## config.mk

```make
export PLATFORM = sky130hd
export DESIGN_NAME = pipelined_adder_nbit
export DESIGN_NICKNAME = d
export VERILOG_FILES = /design/src/rtl/pipelined_adder_nbit.sv
export SDC_FILE = /design/constraint.sdc
export NUM_CORES = 1
export LEC_CHECK = 0
export ABC_AREA = 1
export CAP_MARGIN = 20
export CORE_ASPECT_RATIO = 1.2
export CORE_MARGIN = 1.5
export CORE_UTILIZATION = 44
export CTS_CLUSTER_SIZE = 12
export DETAILED_ROUTE_END_ITERATION = 7
export MAX_ROUTING_LAYER = met4
export PLACE_DENSITY = 0.75
export RECOVER_POWER = 25
export SLEW_MARGIN = 20
export SYNTH_ARGS = -nofsm -noshare
export SYNTH_HDL_FRONTEND = slang
export SYNTH_SLANG_ARGS = --single-unit
export TNS_END_PERCENT = 5
```

## constraint.sdc

```tcl
create_clock -name clk -period 1.8 [get_ports clk]
set_clock_uncertainty 0.2 [all_clocks]
set_input_delay 0.36 -clock clk [delete_from_list [all_inputs] [get_ports clk]]
set_output_delay 0.36 -clock clk [all_outputs]
set_load 0.03 [all_outputs]
```

## src/rtl/pipelined_adder_nbit.sv

```systemverilog
// Purpose: carry-pipelined WIDTH-bit adder (A + B + Cin) with Cout and signed overflow.
// Latency: STAGES cycles; a result accepted on edge n is presented after edge n+STAGES-1.
// Backpressure: the whole pipe stalls when out_valid && !out_ready; in_ready = !out_valid || out_ready.
//
// Ports:
//   clk, rst                 rising-edge clock, async active-high reset
//   in_valid/in_ready        input handshake for A, B, Cin
//   A, B [WIDTH], Cin        operands and carry-in to bit 0
//   out_valid/out_ready      output handshake for Sum, Cout, Ovf
//   Sum [WIDTH], Cout, Ovf   registered result, carry-out, two's-complement overflow
module pipelined_adder_nbit #(
  parameter int WIDTH  = 8,
  parameter int STAGES = 2
) (
  input  logic             clk,
  input  logic             rst,
  input  logic             in_valid,
  output logic             in_ready,
  input  logic [WIDTH-1:0] A,
  input  logic [WIDTH-1:0] B,
  input  logic             Cin,
  output logic             out_valid,
  input  logic             out_ready,
  output logic [WIDTH-1:0] Sum,
  output logic             Cout,
  output logic             Ovf
);

  localparam int C = WIDTH / STAGES;  // chunk width added per stage
  localparam int L = STAGES - 1;      // index of the output stage

  logic advance;

  // Registered per-stage state. a_q/b_q hold the operand chunks not yet
  // consumed, shifted down so the next stage always reads bits [C-1:0].
  // s_q accumulates finished chunks from the top down, so after the last
  // stage chunk 0 has been shifted into bits [C-1:0].
  logic [STAGES-1:0] vld_q;
  logic [STAGES-1:0] c_q;
  logic [WIDTH-1:0]  a_q [STAGES];
  logic [WIDTH-1:0]  b_q [STAGES];
  logic [WIDTH-1:0]  s_q [STAGES];
  logic              ovf_q;

  // Per-stage inputs and chunk sums (combinational).
  logic [STAGES-1:0] v_d;
  logic [STAGES-1:0] c_d;
  logic [WIDTH-1:0]  a_d [STAGES];
  logic [WIDTH-1:0]  b_d [STAGES];
  logic [WIDTH-1:0]  s_d [STAGES];
  logic [C:0]        add_d [STAGES];
  logic              ovf_d;

  assign advance   = !vld_q[L] || out_ready;
  assign in_ready  = advance;
  assign out_valid = vld_q[L];
  assign Sum       = s_q[L];
  assign Cout      = c_q[L];
  assign Ovf       = ovf_q;

  always_comb begin
    v_d = '0;
    c_d = '0;
    // Stage 0 is fed straight from the input port.
    v_d[0] = in_valid;
    c_d[0] = Cin;
    a_d[0] = A;
    b_d[0] = B;
    s_d[0] = '0;
    for (int k = 1; k < STAGES; k++) begin
      v_d[k] = vld_q[k-1];
      c_d[k] = c_q[k-1];
      a_d[k] = a_q[k-1];
      b_d[k] = b_q[k-1];
      s_d[k] = s_q[k-1];
    end
    for (int k = 0; k < STAGES; k++) begin
      add_d[k] = {1'b0, a_d[k][C-1:0]} + {1'b0, b_d[k][C-1:0]} + {{C{1'b0}}, c_d[k]};
    end
    // Carry into the MSB is recovered from the MSB sum bit: a ^ b ^ carry_in = sum.
    ovf_d = (a_d[L][C-1] ^ b_d[L][C-1] ^ add_d[L][C-1]) ^ add_d[L][C];
  end

  always_ff @(posedge clk or posedge rst) begin
    if (rst) begin
      vld_q <= '0;
      c_q   <= '0;
      ovf_q <= 1'b0;
      for (int k = 0; k < STAGES; k++) begin
        a_q[k] <= '0;
        b_q[k] <= '0;
        s_q[k] <= '0;
      end
    end else if (advance) begin
      ovf_q <= ovf_d;
      for (int k = 0; k < STAGES; k++) begin
        vld_q[k] <= v_d[k];
        c_q[k]   <= add_d[k][C];
        a_q[k]   <= a_d[k] >> C;
        b_q[k]   <= b_d[k] >> C;
        s_q[k]   <= (s_d[k] >> C) | (WIDTH'(add_d[k][C-1:0]) << (WIDTH - C));
      end
    end
  end

endmodule

```

Yosys cells after proc, flatten, opt, wreduce, memory -nomap -nowiden:

Index checks and enable logic that the tools add are counted.

* input port bits: 21
* register bits after elaboration: 25
* output and inout bits: 12

* reduce and logical (&&, ||, !) cells: 2
* add/subtract/negate cells: 4
* bitwise logic cells: 4

Operator list (count)
* adder 4 x 4 -> 5 bit: 2
* adder 5 x 1 -> 5 bit: 2
* bitwise OR 4 x 8 -> 8 bit: 1
* XOR 1 bit: 3
* logical NOT 1 bit: 1
* logical OR 1 bit: 1

Logic depth before layout (Yosys ltp):

Gate-level depths: netlist of run 1.

* word-level depth: 4
* gate-level depth with buffers: 10
* gate-level depth less buffers: 10

Least setup slack after synthesis of run 1:

OpenSTA, ideal clock, no wires.

* path type: reg-to-reg
* start: register c_q[0]
* end: register ovf_q (netlist: Ovf)
* setup slack: 0.044 ns
* setup time: 0.117 ns
* cell stages (with the launch flop): 11
* data arrival time: 1.440 ns
* buffers on the path: 0
* data required time: 1.483 ns
* cells stage by stage: dfrtp_1 > fa_1 > inv_1 > fa_1 > inv_1 > nand2_1 > nand2_1 > nand2_1 > nand2_1 > nand3_2 > nand2_1

* cells in the longest elaborated chain, start to end: 3

Ends and longest elaborated chain
* from (decl): line 39 `logic [STAGES-1:0] c_q;`
* from (signal, indexed assignment): line 98 `c_q[k] <= add_d[k][C];`
* adder 5 x 1 -> 5 bit (*): line 78 `add_d[k] = {1'b0, a_d[k][C-1:0]} + {1'b0, b_d[k][C-1:0]} + {{C{1'b0}}, c_d[k]};`
* XOR 1 bit: line 81 `ovf_d = (a_d[L][C-1] ^ b_d[L][C-1] ^ add_d[L][C-1]) ^ add_d[L][C];`
* XOR 1 bit (*): line 81
* to (signal assigned): line 95 `ovf_q <= ovf_d;`
* to (decl): line 43 `logic ovf_q;`

Every way passes the cells marked *; elsewhere a longest branch is shown, timed or not.
A chain may end at the register's enable or synchronous reset.

Worst setup path in the final report of run 1:

* start: register b_q (netlist bit b_d[0])
* end: register ovf_q (netlist: Ovf)

* cells in the longest elaborated chain, start to end: 4

Ends and longest elaborated chain
* from (decl): line 41 `logic [WIDTH-1:0] b_q [STAGES];`
* from (signal, indexed assignment): line 100 `b_q[k] <= b_d[k] >> C;`
* adder 4 x 4 -> 5 bit (*): line 78
* adder 5 x 1 -> 5 bit (*): line 78
* XOR 1 bit: line 81
* XOR 1 bit (*): line 81

Marks and branches as above.

==> flow_metrics.tcl, run 1 <==
set metrics [dict create \
    synth_fp_nets 183 \
    power_uw 1760 \
    yosys_warnings 0 \
    maxSlewViolCount 0 \
    final_layout_size_suffix_gt1_share_pct 15.3 \
    grt_pass1_wl_um 4460 \
    grtUsageTotal_pct 18.0 \
    vias 1077 \
    hp-class "reg -> reg" \
    rows 21 \
    ios 33 \
    synthCells 152 \
    cts.htree.levels 1 \
    start_util_pct 47.1 \
    max_slew_margin_pct 59.9 \
    p_leak_uw 0.000934 \
    timing.hold.ws_ns 0.291 \
    max_freq_mhz 561 \
    ctsRootBufferMaster "clkbuf_4" \
    end_kind "register" \
    status "finished clean" \
    clk_pin_slew_ns 0.13 \
    firstDrtPassIters 2 \
    coreArea_um2 2860 \
    rsz0062_at_grt "yes" \
    clock_latency_ns 0.31 \
    ant_nets 0 \
    cts_buffers 3 \
    grt_pass1_vias 1148 \
    hold_viol_final 0 \
    antenna_found_initial 0 \
    die_y_um 63.7 \
    synthesis.area_um2 1350 \
    critPathKind "reg -> reg" \
    initialDrtViolationCount 11 \
    nets 222 \
    ys_types 22 \
    syn_avg_cell_area_um2 8.87 \
    fin_crit_ns 1.78 \
    drc 0 \
    port-buffer-count 32 \
    cts_num_sinks 25 \
    reg2reg_depth 10 \
    routed_wl_um 2470 \
    placed_cells 219 \
    hold_path_depth 2 \
    clockBufferDepth 2 \
    n_antenna_cell 0 \
    r2r_setup_slack_ns 0.02 \
    cellPowerDensity_nw_per_um2 1010 \
    timing.final.crit_share_pct 99.0 \
    path_max_fanout 2 \
    area_delta_synth_final_pct 29.5 \
    wire_per_inst_um 11.0 \
    crit_path_start_kind "register" \
    dieArea_um2 3410 \
    ys_seq_area_share_pct 46.4 \
    grt_overflow_total 0 \
    ir_drop_uv 548 \
    ys_ff_latch 25 \
    cts_tree "built" \
    worstPathRequired_ns 1.82 \
    worstPathArrival_ns 1.80 \
    grt_max_degree 26 \
    vias_per_cell 4.81 \
    place_congestion 0.783 \
    dp_hpwl_um 1980 \
    finalNonFillerCells 224 \
    cap_violations 0 \
    setup_viol 0 \
    worst_pin_slew_ns 0.602 \
    die_w_um 53.5 \
]
## cell usage after synthesis, drive strengths merged
library cell / instances / area (µm²)
nand2: 63 / 239
dfrtp: 25 / 626
inv: 18 / 72.6
o21ai: 12 / 78.8
nand3: 8 / 55.1
nor2: 7 / 42.5
ha: 6 / 75.1
buf: 4 / 50.1
fa: 4 / 80.1
a21oi: 2 / 10.0
or2: 2 / 12.5
nand3b: 1 / 7.51
## layout make-up
type / count / area [µm²]
Clock buffer: 4 / 26.3
Fill cell: 269 / 1120
Inverter: 18 / 72.6
Multi-Input combinational cell: 105 / 613
Sequential cell: 25 / 626
Tap cell: 34 / 42.5
Timing Repair Buffer: 38 / 367
## worst max-delay path, stage by stage, from the launching register on
cell and delay [ns]:
dfrtp_1 0.42, fa_2 0.41, inv_2 0.07, fa_2 0.21
inv_2 0.05, nand2_2 0.05, nand2_1 0.05, nand2_1 0.07
nand2_1 0.07, nand3_2 0.05, nand2_1 0.04
## per-layer routing
layer / global-route usage (%) / wire [µm] / vias up
li1: - / - / 542
met1: 17.7 / 940 / 511
met2: 33.5 / 1430 / 20
met3: 1.66 / 61 / 4
met4: 8.65 / 44 / 0
met5: - / 0 / -
## worst paths after layout
| kind | start | endpoint |
|---|---|---|
| max in group asynchronous | rst | a_d[0]$_DFFE_PP0P_ |
| worst min-delay path | Ovf$_DFFE_PP0P_ | Ovf$_DFFE_PP0P_ |
| worst max register to register | b_d[0]$_DFFE_PP0P_ | Ovf$_DFFE_PP0P_ |
| worst min register to register | Ovf$_DFFE_PP0P_ | Ovf$_DFFE_PP0P_ |
| worst max-delay path | b_d[0]$_DFFE_PP0P_ | Ovf$_DFFE_PP0P_ |
| min in group asynchronous | rst | Sum[7]$_DFFE_PP0P_ |
## metrics by stage
stage | cell area [µm²] | worst slack [ns] | TNS [ns] | utilization [%]
after floorplan | 1350 | 0.0436 | 0 | -
after global placement | 1710 | -0.302 | -1.01 | 59.7
after global routing | 1750 | -0.0842 | -0.0842 | 61.0
after detailed placement | 1710 | -0.369 | -1.27 | 59.7
final | 1750 | 0.0173 | 0 | 61.0
after CTS | 1730 | -0.00828 | -0.00828 | 60.3
## cells in the final DEF (no fill, tap or decap)
| master | netlist | layout |
|---|---|---|
| inv_1 | 16 | 14 |
| clkbuf_2 | 0 | 1 |
| o21ai_1 | 5 | 6 |
| nand2_2 | 1 | 2 |
| or2_0 | 1 | 1 |
| dlymetal6s2s_1 | 0 | 3 |
| nand3b_1 | 1 | 1 |
| clkbuf_4 | 0 | 3 |
| nand3_2 | 3 | 3 |
| or2_1 | 1 | 1 |
| a21oi_1 | 2 | 2 |
| nor2_8 | 1 | 1 |
| nand3_1 | 5 | 5 |
| dlygate4sd3_1 | 0 | 1 |
| buf_4 | 1 | 5 |
| nor2_1 | 6 | 6 |
| inv_6 | 1 | 1 |
| clkdlybuf4s50_1 | 0 | 16 |
| ha_1 | 6 | 6 |
| dlygate4sd2_1 | 0 | 11 |
| clkbuf_1 | 0 | 1 |
| fa_2 | 0 | 4 |
| inv_2 | 1 | 3 |
| o21ai_2 | 5 | 5 |
| dfrtp_1 | 25 | 25 |
| nand2_1 | 62 | 61 |
| o21ai_0 | 2 | 1 |
| buf_12 | 1 | 1 |
## cells by family after synthesis
logic type                 after synthesis  share of synthesized area, %
buffers and inverters                   22                          9.09
AOI/OAI and AO/OA                       14                          6.59
adders and majority gates               10                          11.5
and+or+nand+nor                         81                          26.4
DFF                                     25                          46.4
## power breakdown
part | total (µW) | internal (µW) | switching (µW)
combinational | 758 | 293 | 465
sequential | 757 | 690 | 66.0
clock | 242 | 86.5 | 155
## state kept, by name, indices dropped and copies added, names as in the netlist
signal  flops
Sum         8
s_d         4
vld_q       2
b_d         4
c_q         2
Ovf         1
a_d         4
## repair_timing
item	CTS	global route
pin swaps	1	6
buffers inserted	0	1
hold buffers	0	0
gates resized for setup	13	9
gates cloned	0	0
setup endpoints to repair	14	7
Power figures use the tool's default switching activity.
==> run 2, diff against run 1 <==
--- a/config.mk
+++ b/config.mk
@@ -5,16 +5,16 @@
 export SDC_FILE = /design/constraint.sdc
 export NUM_CORES = 1
 export LEC_CHECK = 0
-export ABC_AREA = 1
 export CAP_MARGIN = 20
 export CORE_ASPECT_RATIO = 1.2
 export CORE_MARGIN = 1.5
-export CORE_UTILIZATION = 44
+export CORE_UTILIZATION = 43
 export CTS_CLUSTER_SIZE = 12
 export DETAILED_ROUTE_END_ITERATION = 7
 export MAX_ROUTING_LAYER = met4
 export PLACE_DENSITY = 0.75
 export RECOVER_POWER = 25
+export SETUP_SLACK_MARGIN = 0.15
 export SLEW_MARGIN = 20
 export SYNTH_ARGS = -nofsm -noshare
 export SYNTH_HDL_FRONTEND = slang
==> flow_metrics.tcl, run 2 <==
set metrics [dict create \
    dp_hpwl_um 1850 \
    area_delta_synth_final_pct 37.5 \
    p_leak_uw 0.000830 \
    synthArstFlopShare_pct 100 \
    reg2reg_depth 7 \
    largest_reg_flops 8 \
    worst_pin_slew_ns 0.611 \
    start_util_pct 44.9 \
    synth_top_cells_by_count "dfrtp_1 (25), a21oi_1 (9), mux2_4 (9), nor2_1 (9), inv_1 (8)" \
    timing.hold.ws_ns 0.284 \
    dieArea_um2 3240 \
    cts_buffers 3 \
    place_congestion 0.749 \
    status "finished with violations" \
    n_antenna_cell 0 \
    grt_pass1_wl_um 3860 \
    initialDrtViolationCount 9 \
    r2r_start "c_q[0]$_DFFE_PP0P_" \
    crit_top_cell "fa_2" \
    r2r_setup_slack_ns -0.09 \
    worst_slack_ns -0.0942 \
    clock_latency_ns 0.31 \
    setup_viol 3 \
    clkPwrFrac_pct 13.2 \
    synthFlopType "dfrtp_1" \
    vias 852 \
    hold_viol_final 0 \
    cellPowerDensity_nw_per_um2 1070 \
    fin_crit_ns 1.89 \
    crit_path_start_kind "register" \
    ios 33 \
    ys_top_cells_by_area "dfrtp_1 (50%), mux2_4 (11%), fa_1 (6.4%)" \
    end_kind "register" \
    ir_drop_uv 650 \
    grtUsageTotal_pct 16.7 \
    ctsRootBufferMaster "clkbuf_4" \
    final_cell_mix "dfrtp_1 (25), clkdlybuf4s50_1 (13), buf_4 (10)" \
    nFillCells 246 \
    min_from "vld_q[0]$_DFFE_PP0P_" \
    switching_power_uw 681 \
    final_layout_size_suffix_gt1_share_pct 39.0 \
    combPwrFrac_pct 44.2 \
    nets 173 \
    worstPathArrival_ns 1.90 \
    highest_layer "met4" \
    wl_met2_um 1260 \
    clk_pin_slew_ns 0.13 \
    cts_tree "built" \
    mostFrequentLayoutCell "dfrtp_1" \
    grt_overflow_total 0 \
    syn_avg_cell_area_um2 12.9 \
    rsz0062_at_grt "yes" \
    slowest_delay_ns 0.42 \
    fin_util_pct 61.7 \
    regToRegEndpoint "Ovf$_DFFE_PP0P_" \
    cap_violations 0 \
    timing.final.crit_share_pct 105 \
    hold_end "vld_q[1]$_DFFE_PP0P_" \
    p_sw_share_pct 36.9 \
    path_max_fanout 2 \
    crit_path_top_delay_cell "dfrtp_1" \
    cts.htree.levels 1 \
    p_seq_share_pct 42.6 \
    wire_per_inst_um 13.5 \
    worstPathRequired_ns 1.81 \
    routed_wl_um 2360 \
    critPathKind "reg -> reg" \
    route.met3.wl_um 85 \
    intPower_uw 1160 \
    ys_seq_area_share_pct 50.1 \
    synth_edf_count 0 \
    firstDrtPassIters 4 \
    synth.most_common_cell "dfrtp_1" \
    die_w_um 52.2 \
    ys_types 19 \
    violations "negative setup slack" \
    coreArea_um2 2790 \
    clockBufferDepth 2 \
    antenna_found_initial 0 \
    yosys_warnings 0 \
    die_y_um 62.1 \
    ys_ff_latch 25 \
    max_freq_mhz 528 \
    max_slew_margin_pct 59.3 \
    cts_num_sinks 25 \
    synthesis.area_um2 1250 \
    maxSlewViolCount 0 \
    synth_top_cell_by_area "dfrtp_1" \
    port-buffer-count 32 \
    ant_nets 0 \
    rows 21 \
    synthCells 97 \
    vias_per_cell 4.87 \
    crit_chain "fa_2 -> inv_2 -> fa_2 -> nand2b_4 -> o2bb2ai_4 -> xnor2_2 -> a21oi_1" \
    hp-class "reg -> reg" \
    wirelength_met1_um 994 \
    hold_path_depth 1 \
    drc 0 \
    synth_top_area_share_pct 50.1 \
    grt_pass1_vias 887 \
    synth_fp_nets 128 \
    setup-tns-final_ns -0.159 \
    grt_max_degree 26 \
]
[run 2: worst max-delay path, delay by kind of cell, from the launching register on]
kind | cells | cell delay, ns
XOR/XNOR | 1 | 0.18
adder cells (fa/ha/maj) | 2 | 0.57
flip-flops | 1 | 0.42
AO/OA/AOI/OAI | 2 | 0.23
AND/OR/NAND/NOR | 1 | 0.15
buffers and inverters | 1 | 0.04
[run 2: worst max path at each step]
stage                             startpoint                 end  slack, ns  depth (start not counted)
after floorplan           c_q[0]$_DFFE_PP0P_     Ovf$_DFFE_PP0P_       0.02                          7
after global placement                  A[0]  c_q[0]$_DFFE_PP0P_      -0.41                          8
after detailed placement                A[0]  c_q[0]$_DFFE_PP0P_      -0.48                          8
after CTS                 b_d[0]$_DFFE_PP0P_     Ovf$_DFFE_PP0P_      -0.12                          7
after global routing      c_q[0]$_DFFE_PP0P_     Ovf$_DFFE_PP0P_      -0.18                          7
final                     c_q[0]$_DFFE_PP0P_     Ovf$_DFFE_PP0P_      -0.09                          7
[run 2: repair_timing]
item                                    CTS  global route
hold buffers                              0             0
pin swaps                                10            10
buffers inserted                          1             1
endpoints found under the setup margin   21            16
gates resized for setup                  34            16
[run 2: power groups by stage]
stage / Clock [µW] / Sequential, µW / Combinational (µW)
floorplan: 0 / 964 / 328
global placement: 0 / 791 / 817
detailed placement: 0 / 799 / 837
CTS: 255 / 786 / 818
global route: 280 / 805 / 878
finish: 243 / 786 / 815
[run 2: area by class of cell]
type / count / area [µm²] / area share [%]
multi-input combinational: 60 / 617 / 35.9
inverter: 8 / 30.0 / 1.75
sequential: 25 / 626 / 36.4
clock buffer: 4 / 26.3 / 1.53
tap: 34 / 42.5 / 2.47
timing repair buffer: 44 / 378 / 22.0
[run 2: logic make-up after synthesis]
family,count (synthesis),synth area share [%]
flops,25,50.1
compound gates,17,8.31
mux,14,15.3
simple gates,14,5.41
buf+inv,12,5.01
fa+ha+maj,10,12.4
xor+xnor,5,3.50
[run 2: through the flow]
step / power (µW) / instances / instance area (µm²) / worst slack [ns]
2_1_floorplan: 1290 / 97 / 1260 / 0.0153
3_5_place_dp: 1640 / 169 / 1680 / -0.480
6_report: 1840 / 175 / 1720 / -0.0942
4_1_cts: 1860 / 174 / 1730 / -0.121
5_1_grt: 1960 / 175 / 1720 / -0.179
3_3_place_gp: 1610 / 169 / 1680 / -0.410
[run 2: layer usage]
metal | global-route usage (%) | vias to the layer above
met5 | - | -
met4 | 4.40 | 0
met3 | 4.07 | 2
met2 | 26.2 | 18
met1 | 21.8 | 423
li1 | - | 409
==> run 3, diff against run 2 <==
==> constraint.sdc (replaced) <==
create_clock -name clk -period 1.57 [get_ports clk]
set_clock_uncertainty 0.2 [all_clocks]
set_input_delay 0.314 -clock clk [delete_from_list [all_inputs] [get_ports clk]]
set_output_delay 0.314 -clock clk [all_outputs]
set_load 0.03 [all_outputs]
==> flow_metrics.tcl, run 3 (same netlist as run 2, synthesis figures left out) <==
set metrics [dict create \
    clockBufferDepth 2 \
    end_kind "register" \
    n_antenna_cell 0 \
    grtUsageTotal_pct 17.5 \
    grt_max_degree 26 \
    wire_per_inst_um 14.5 \
    grt_overflow_total 0 \
    max_slew_margin_pct 58.4 \
    vias 854 \
    hp-class "reg -> reg" \
    max_freq_mhz 519 \
    path_max_fanout 2 \
    worst_slack_ns -0.355 \
    port-buffer-count 32 \
    start_util_pct 44.9 \
    mostFrequentLayoutCell "dfrtp_1" \
    coreArea_um2 2790 \
    cts_tree "built" \
    switching_power_uw 823 \
    regToRegEndpoint "Ovf$_DFFE_PP0P_" \
    grt_pass1_wl_um 3980 \
    die_w_um 52.2 \
    combPwrFrac_pct 46.8 \
    ir_drop_uv 599 \
    cts_buffers 3 \
    cts_num_sinks 25 \
    crit_path_start_kind "register" \
    antenna_found_initial 0 \
    firstDrtPassIters 4 \
    setup_viol 7 \
    hold_path_depth 1 \
    clk_pin_slew_ns 0.14 \
    place_congestion 0.729 \
    p_leak_uw 0.000856 \
    ant_nets 0 \
    worstPathArrival_ns 1.94 \
    r2r_start "b_d[0]$_DFFE_PP0P_" \
    final_area_um2 1780 \
    finalNonFillerCells 175 \
    vias_per_cell 4.88 \
    worstPathRequired_ns 1.59 \
    cts.htree.levels 1 \
    rows 21 \
    initialDrtViolationCount 11 \
    p_seq_share_pct 40.5 \
    cellPowerDensity_nw_per_um2 1280 \
    min_from "vld_q[0]$_DFFE_PP0P_" \
    timing.final.crit_share_pct 123 \
    critPathKind "reg -> reg" \
    drc 0 \
    clock_latency_ns 0.32 \
    largest_reg_flops 8 \
    violations "negative setup slack" \
    placed_cells 170 \
    worst_pin_slew_ns 0.624 \
    reg2reg_depth 7 \
    grt_pass1_vias 929 \
    intPower_uw 1460 \
    cap_violations 0 \
    final_layout_size_suffix_gt1_share_pct 39.7 \
    nets 173 \
    dp_hpwl_um 1850 \
    final_cell_mix "dfrtp_1 (25), clkdlybuf4s50_1 (13), buf_6 (12), mux2_4 (10), buf_4 (10)" \
    ios 33 \
    clkPwrFrac_pct 12.7 \
    ctsRootBufferMaster "clkbuf_4" \
    rsz0062_at_grt "yes" \
    p_sw_share_pct 36.1 \
    routed_wl_um 2540 \
    maxSlewViolCount 0 \
    timing.hold.ws_ns 0.283 \
    placed_cell_area_um2 1680 \
    hold_viol_final 0 \
    dieArea_um2 3240 \
    fin_crit_ns 1.93 \
    die_y_um 62.1 \
    area_delta_synth_final_pct 42.4 \
    status "finished with violations" \
    r2r_setup_slack_ns -0.36 \
    cts_hold_buf 0 \
    power_uw 2280 \
    setup-tns-final_ns -1.32 \
    hold_end "vld_q[1]$_DFFE_PP0P_" \
]
run 3: changes by cell type in the layout (fill, tap and decap cells not counted):
cell,previous run,this run
buf_6,1,12
clkbuf_2,9,1
clkdlybuf4s15_1,2,0
clkdlybuf4s15_2,2,0
a21oi_2,5,4
a21oi_4,0,1
dlygate4sd2_1,5,6
mux2_2,5,4
mux2_4,9,10
run 3: timing repair:
item,in CTS,in global routing
setup buffers,1,0
endpoints found under the setup margin,22,22
gates resized for setup,71,18
pin swaps,10,3
run 3: routing by layer:
layer  wire, µm  vias up  track usage [%]
li1           -      407                -
met3         66        4             2.63
met1       1010      425             19.2
met4         29        0             7.33
met2       1430       18             31.8
met5          0        -                -
run 3: through the flow:
step / setup slack (ns) / utilization (%)
after global placement: -0.598 / 60.3
after floorplan: -0.215 / -
after global routing: -0.399 / 63.9
after CTS: -0.349 / 62.6
final: -0.355 / 63.9
after detailed placement: -0.693 / 60.3
run 3: critical path, cell delays in order (launching register included):
cell	delay [ns]
dfrtp_1	0.42
fa_2	0.23
inv_2	0.04
fa_2	0.36
nand2b_4	0.16
o2bb2ai_4	0.15
xnor2_2	0.17
a21oi_1	0.09
run 3: worst max-delay path by stage:
stage	start	endpoint	slack (ns)	cells past startpoint
2_1_floorplan	c_q[0]$_DFFE_PP0P_	Ovf$_DFFE_PP0P_	-0.21	7
3_3_place_gp	A[0]	c_q[0]$_DFFE_PP0P_	-0.60	8
3_5_place_dp	A[0]	c_q[0]$_DFFE_PP0P_	-0.69	8
4_1_cts	b_d[0]$_DFFE_PP0P_	Ovf$_DFFE_PP0P_	-0.35	7
5_1_grt	c_q[0]$_DFFE_PP0P_	Ovf$_DFFE_PP0P_	-0.40	7
6_report	b_d[0]$_DFFE_PP0P_	Ovf$_DFFE_PP0P_	-0.36	7
run 3: area by class of cell:
class	instances	area (µm²)
sequential	25	626
tap	34	42.5
timing repair buffer	44	428
clock buffer	4	26.3
multi-input combinational	60	628
inverter	8	30.0
fill	227	1000
run 3: power groups by stage:
stage | logic [µW] | clock network [µW] | registers [µW]
floorplan | 376 | 0 | 1110
global placement | 936 | 0 | 907
detailed placement | 955 | 0 | 915
CTS | 999 | 298 | 906
global route | 1150 | 327 | 941
finish | 1070 | 289 | 924
